`src/rtl/mux_nx1_stream.sv`:
```
// Registered N-to-1 stream mux with manual or round-robin select; one-cycle latency, one word per cycle.
// A stalled output (valid high, out_ready low) holds its word and drops every in_ready bit.
module mux_nx1_stream #(
  parameter  int N         = 8,
  parameter  int WIDTH     = 8,
  localparam int SEL_WIDTH = $clog2(N)
) (
  input  logic                 clk,
  input  logic                 rst,
  input  logic [N*WIDTH-1:0]   in_data,
  input  logic [N-1:0]         in_valid,
  output logic [N-1:0]         in_ready,
  input  logic                 mode,
  input  logic [SEL_WIDTH-1:0] sel,
  output logic [WIDTH-1:0]     out_data,
  output logic [SEL_WIDTH-1:0] out_chan,
  output logic                 out_valid,
  input  logic                 out_ready
);

  logic [WIDTH-1:0]     data_q, data_d;
  logic [SEL_WIDTH-1:0] chan_q, chan_d;
  logic [SEL_WIDTH-1:0] ptr_q, ptr_d;
  logic                 valid_q, valid_d;

  logic                 load;
  logic                 gnt_vld;
  logic [SEL_WIDTH-1:0] gnt_idx;
  logic [SEL_WIDTH-1:0] rr_idx;
  logic [WIDTH-1:0]     gnt_data;
  logic [31:0]          sel_ext;

  assign sel_ext = 32'(sel);
  assign load    = !valid_q || out_ready;

  // Grant is recomputed every cycle; nothing is latched between cycles.
  always_comb begin
    gnt_vld = 1'b0;
    gnt_idx = '0;
    rr_idx  = '0;
    if (!mode) begin
      if (sel_ext < 32'(N) && in_valid[sel]) begin
        gnt_vld = 1'b1;
        gnt_idx = sel;
      end
    end else begin
      // Search ptr+1 .. ptr+N so the previous winner is considered last.
      for (int i = 1; i <= N; i++) begin
        rr_idx = SEL_WIDTH'((int'(ptr_q) + i) % N);
        if (!gnt_vld && in_valid[rr_idx]) begin
          gnt_vld = 1'b1;
          gnt_idx = rr_idx;
        end
      end
    end
  end

  always_comb begin
    gnt_data = '0;
    for (int k = 0; k < N; k++) begin
      if (gnt_idx == SEL_WIDTH'(k)) begin
        gnt_data = in_data[k*WIDTH +: WIDTH];
      end
    end
  end

  assign in_ready = (!rst && load && gnt_vld) ? (N'(1) << gnt_idx) : '0;

  always_comb begin
    data_d  = data_q;
    chan_d  = chan_q;
    valid_d = valid_q;
    ptr_d   = ptr_q;
    if (load) begin
      valid_d = gnt_vld;
      if (gnt_vld) begin
        data_d = gnt_data;
        chan_d = gnt_idx;
        if (mode) begin
          ptr_d = gnt_idx;
        end
      end
    end
  end

  always_ff @(posedge clk) begin
    if (rst) begin
      data_q  <= '0;
      chan_q  <= '0;
      valid_q <= 1'b0;
      ptr_q   <= SEL_WIDTH'(N - 1);
    end else begin
      data_q  <= data_d;
      chan_q  <= chan_d;
      valid_q <= valid_d;
      ptr_q   <= ptr_d;
    end
  end

  assign out_data  = data_q;
  assign out_chan  = chan_q;
  assign out_valid = valid_q;

endmodule

```
`config.mk`:
```
export PLATFORM = sky130hd
export DESIGN_NAME = mux_nx1_stream
export DESIGN_NICKNAME = d
export VERILOG_FILES = /design/src/rtl/mux_nx1_stream.sv
export SDC_FILE = /design/constraint.sdc
export NUM_CORES = 1
export LEC_CHECK = 0
export BUFFER_PORTS_ARGS = -buffer_cell sky130_fd_sc_hd__buf_2
export CAP_MARGIN = 20
export CORE_UTILIZATION = 43
export DETAILED_ROUTE_END_ITERATION = 10
export GPL_TIMING_DRIVEN = 1
export HOLD_SLACK_MARGIN = 0.1
export PLACE_DENSITY = 0.77
export SETUP_SLACK_MARGIN = 0.15
export SLEW_MARGIN = 20
export SYNTH_ARGS = -nofsm -noshare
export SYNTH_HDL_FRONTEND = slang
export SYNTH_SLANG_ARGS = --single-unit
```
`constraint.sdc`:
```
create_clock -name clk -period 4 [get_ports clk]
set_input_delay 0.2 -clock clk [delete_from_list [all_inputs] [get_ports clk]]
set_output_delay 0.2 -clock clk [all_outputs]
set_load 0.02 [all_outputs]
```
Word level (Yosys, flattened, before mapping)
Cells that the tools add are included.
{ "op_classes": {"muxes": 54, "n_reduce_logical": 23, "bitwise": 0, "add_sub_neg": 8, "shift": 1, "mul": 0, "eq_ne": 7, "n_lt_le_gt_ge": 10, "n_div": 0} }
{ "ops": {"columns": ["cell", "count"], "rows": [
  ["$mux 8", 9],
  ["$lt 3x4->1 const B", 10],
  ["$mux 3", 10],
  ["$bmux 1 s3", 9],
  ["$mux 1", 26],
  ["$add 3x3->3 const B", 4],
  ["$eq 3x3->1 const B", 4],
  ["$logic_and 1x1->1", 10],
  ["$logic_not 1->1", 9],
  ["$shl 1x3->8 const A", 1],
  ["$add 3x1->3 const B", 2],
  ["$add 3x2->3 const B", 2],
  ["$eq 3x2->1 const B", 2],
  ["$eq 3x1->1 const B", 1],
  ["$logic_not 3->1", 1],
  ["$reduce_and 3->1", 1],
  ["$reduce_and 2->1", 1],
  ["$logic_or 1x1->1", 1]
]} }
{ "word_totals": {"romBits": 0, "input_bits": 79, "ramBits": 0, "reg_bits": 15, "output_inout_bits": 20, "mem_count": 0, "wordCells": 107, "latchBits": 0} }

Logic depth before layout (Yosys ltp)
{ "logic_depth": {"ltp_word": 42, "ltp_mapped": 18, "ltp_nobuf": 12} }

Worst setup path after synthesis
OpenSTA, ideal clock, no wires.
{ "synth_timing": {"path_kind": "register -> output", "start": "register ptr_q[0]", "end": "output in_ready[5]", "setup_slack_ps": -178, "required_ps": 3800, "path_stages_with_launch": 15, "arrival_time_ps": 3978, "path_cell_list": "dfxtp_1 buf_2 buf_2 inv_1 ha_1 xor2_1 mux2_2 a221oi_1 nor2_1 o211a_1 a211oi_4 inv_1 or3_1 clkbuf_1 nor2_1"} }
{ "synth_via": {"elab_chain_cells": 35, "word_cells_on_any_way": 66, "cone_classes": "add/sub (8); shift (1); mux (42); reduce/logical (15)"} }
{ "synth_rtl": {"columns": ["element", "line_no", "rtl"], "rows": [
  ["start: declaration", "23", "logic [SEL_WIDTH-1:0] ptr_q, ptr_d;"],
  ["start signal: assignment", "91", "ptr_q <= SEL_WIDTH'(N - 1);"],
  ["start signal: assignment", "96", "ptr_q <= ptr_d;"],
  ["$add 3x1->3", "49", "rr_idx = SEL_WIDTH'((int'(ptr_q) + i) % N);"],
  ["$bmux 1 s3", "50", "if (!gnt_vld && in_valid[rr_idx]) begin"],
  ["$mux 1 (not written as such)", "50", null],
  ["$mux 1", "50", null],
  ["$mux 1", "41", "if (!mode) begin"],
  ["$logic_not 1->1", "50", null],
  ["$logic_and 1x1->1", "50", null],
  ["$mux 1", "50", null],
  ["[19 not listed]", null, null],
  ["$mux 1", "50", null],
  ["$mux 1", "41", null],
  ["$logic_not 1->1", "50", null],
  ["$logic_and 1x1->1", "50", null],
  ["$mux 3 / $mux 1 (equally long branches)", "50", null],
  ["$mux 3 / $mux 1 (equally long branches)", "41", null],
  ["$shl 1x3->8 / $logic_and 1x1->1 (equally long branches)", "67", "assign in_ready = (!rst && load && gnt_vld) ? (N'(1) << gnt_idx) : '0;"],
  ["$mux 8 (*)", "67", null],
  ["end: declaration", "12", "output logic [N-1:0] in_ready,"]
]} }
Every way passes the cells marked *; elsewhere a longest branch is shown, timed or not. The select of a mux whose other input is x is not followed.

Final worst setup path
Same ends and word-level chain as after synthesis.

==> results by group <==
Synthesis
  • Mean Syn Cell Area: 8.51 µm²
  • Async SR Flop Fraction: 0
  • Synth Register Bits: 15
  • Simple-gate area share of the yosys netlist: 0.189
  • Adder-Cell Fraction of Synth Area: 0.0116
  • Post-Syn Area: 2160 µm²
  • XOR/XNOR share of the synthesized area: 0.0162
  • Post-synthesis mux area share: 0.427
  • Largest family of logic cells by synthesized area: multiplexers
  • Syn nets: 335
  • Synth Area in Compound Gates: 0.162
  • Post-synthesis sequential area ratio: 0.139
  • Library cells used by synthesis: 45
  • Warning count from the yosys run: 0
  • Cells after Synth: 254
  • Top_reg_cell synth: dfxtp_1
  • Number of synthesized flops with an enable pin: 0

Setup path
  • Crit. End Element: output port
  • Req. time, crit path: 3.80 ns
  • Worst Setup Start Kind: register
  • Crit-path max FO: 15
  • CP arrival: 3.49 ns
  • Critical setup path kind: register to output port

Clock tree
  • Clock-pin slew on the worst setup and hold paths: 0.06 ns
  • Skew-Pair Late Insertion Delay: 0.24 ns
  • Hold Buf Count CTS: 0
  • CTS Buf Count: 3
  • CTS tree: yes
  • Sink Count: 15
  • Maximum clock insertion buffer count: 2
  • CTS HTree Levels: 1
  • CTS root buffer: clkbuf_8

Timing
  • RSZ-0062 raised after global routing: no
  • Worst-Margin Slew: 0.565 ns
  • Setup TNS: 0 ns
  • Clock Skews: 0.00451 ns
  • Max Slew Vio Count: 0
  • Final hold vios: 0
  • Achievable Freq: 0.271 GHz
  • Slew margin rel.: 0.612
  • Final period util: 0.922
  • Final Critical Period: 3.69 ns
  • Final setup viols: 0

Placed design
  • DP HPWL: 5.19 mm
  • Placed Area: 2760 µm²
  • Final Wtd Congestion: 0.962
  • Port Buffers: 98

Power and ir drop
  • Combinational Power Share: 0.707
  • Reg power frac: 0.181
  • Internal power: 0.601 mW
  • Peak supply drop: 0.311 mV
  • Sw Share: 0.443
  • Clock share of power: 0.113
  • Static Leak: 1.38 nW
  • Net Sw Power: 0.478 mW
  • PwrDens: 367 nW/µm²

Detailed routing
  • ANT nets after route: 0
  • Via-per-instance ratio: 5.59
  • Overall routed net length: 6.64 mm
  • DR WL/cell: 15.7 µm
  • Initial drt markers: 136
  • Residual DRC: 0
  • Drt first pass iters: 5
  • Routed vias: 2365

GRT
  • First-pass GRT wire length: 10.0 mm
  • Number of global-route vias before repair: 2091
  • Total grt overflow: 0
  • Largest net degree at the start of global routing: 22
  • All-Layer GR Usage: 0.242
  • Initial antenna violation count: 0

Floorplanning
  • Cell row count: 25
  • Core area: 4790 µm²
  • Num ports: 99
  • Die W: 72.9 µm
  • Die area: 5310 µm²
  • Starting Density: 0.452
  • Die span in y: 72.9 µm

Finish
  • Fillcell total: 388
  • Most frequent cells in the layout: buf_2, mux2i_1, nor2_1
  • Diodes inserted: 0
  • Layout cells sized above 1: 0.452
  • Most common cell after layout, fill and taps aside: buf_2
  • Register Area: 303 µm²
  • Fin area: 2940 µm²
  • Fin nets: 438
  • Layout area overhead: 36.1%
  • Multi-input gate area: 1840 µm²

Run status
  • Status: finished, final reports clean

Run
  • Max Cap Viol: 0

Hold path
  • Hold WC Path Type: primary input to register
-- worst max-delay path: stages, from the launching register on --
cell and delay, ns:
dfxtp_2 0.36, inv_1 0.09, ha_4 0.29, buf_6 0.18, mux2i_1 0.14, mux2_2 0.31
a221oi_4 0.40, mux2i_1 0.13, o211a_1 0.22, o211ai_1 0.26, nand2_1 0.15, or3_4 0.45
nor2_4 0.11, buf_4 0.14
-- layer usage --
| metal | track usage | routed length (µm) | vias to the layer above |
|---|---|---|---|
| met1 | 0.334 | 2770 | 1075 |
| met3 | 0.0511 | 485 | 8 |
| met2 | 0.394 | 3290 | 117 |
| li1 | - | - | 1165 |
| met4 | 0.0458 | 89 | 0 |
| met5 | 0 | 0 | - |
-- power groups by stage --
stage	logic [mW]	clock network, mW	registers, mW
after CTS	0.719	0.124	0.193
after floorplan	0.515	0	0.220
after global placement	0.693	0	0.194
after detailed placement	0.705	0	0.196
after global routing	0.823	0.133	0.198
final	0.762	0.122	0.195
-- synth_stat cells (3+ instances only) --
master    instances  area [µm²]
a211oi_1          3        22.5
nor2b_1           5        31.3
nor3_1            7        35.0
o31ai_1           5        37.5
nor2_1           30         113
o211ai_1          4        30.0
clkbuf_1          7        26.3
nand3_1          11        55.1
a21oi_1           8        40.0
buf_2             6        30.0
dfxtp_1          15         300
nand2_1          22        82.6
o21ai_0           6        30.0
xnor2_1           3        26.3
buf_6             3        33.8
mux2_2            7        78.8
inv_1             6        22.5
mux4_2           11         248
mux2i_1          58         581
-- kinds of logic (layout without fill, tap and decap cells) --
family / count (synthesis) / after routing
simple gates: 87 / 87
mux: 77 / 77
compound gates: 45 / 45
buf+inv: 24 / 126
flops: 15 / 15
xor+xnor: 4 / 4
fa+ha+maj: 2 / 2
-- flip-flops by register name (all words and copies together), names as in the netlist --
name / count
out_chan: 3
out_data: 8
out_valid: 1
ptr_q: 3
-- layout make-up --
type                    count  share of cell area
clock buffers               4              0.0153
flip-flops and latches     15               0.103
repair buffers            116               0.219
multi-input cells         215               0.627
well taps                  67              0.0285
inverters                   6             0.00766
-- stage by stage --
step                utilization  hold WS (ns)  instances  setup WS, ns  total power, mW
floorplan                     -         0.394        254         0.157            0.735
CTS                       0.592         0.251        420         0.205             1.04
global route              0.614         0.273        423         0.147             1.15
global placement          0.576         0.446        415         0.349            0.887
detailed placement        0.576         0.448        415         0.214            0.900
finish                    0.614         0.246        423         0.311             1.08
-- worst paths after layout --
check                   start          end  slack (ns)  cells past startpoint
setup reg to reg     ptr_q[0]  out_data[5]        0.38                     13
hold / removal      out_ready    out_valid        0.25                      3
hold reg to reg   out_data[0]  out_data[0]        0.46                      2
setup / recovery     ptr_q[0]  in_ready[5]        0.31                     13
-- repair_timing --
item / CTS / global route
setup buffers: 1 / 3
endpoints found under the setup margin: 1 / 15
endpoints found under the hold margin: 0 / 0
cloned: 0 / 0
gates resized for setup: 3 / 18
pin swaps: 2 / 5
Note: power is estimated with default switching activity, not from simulation.
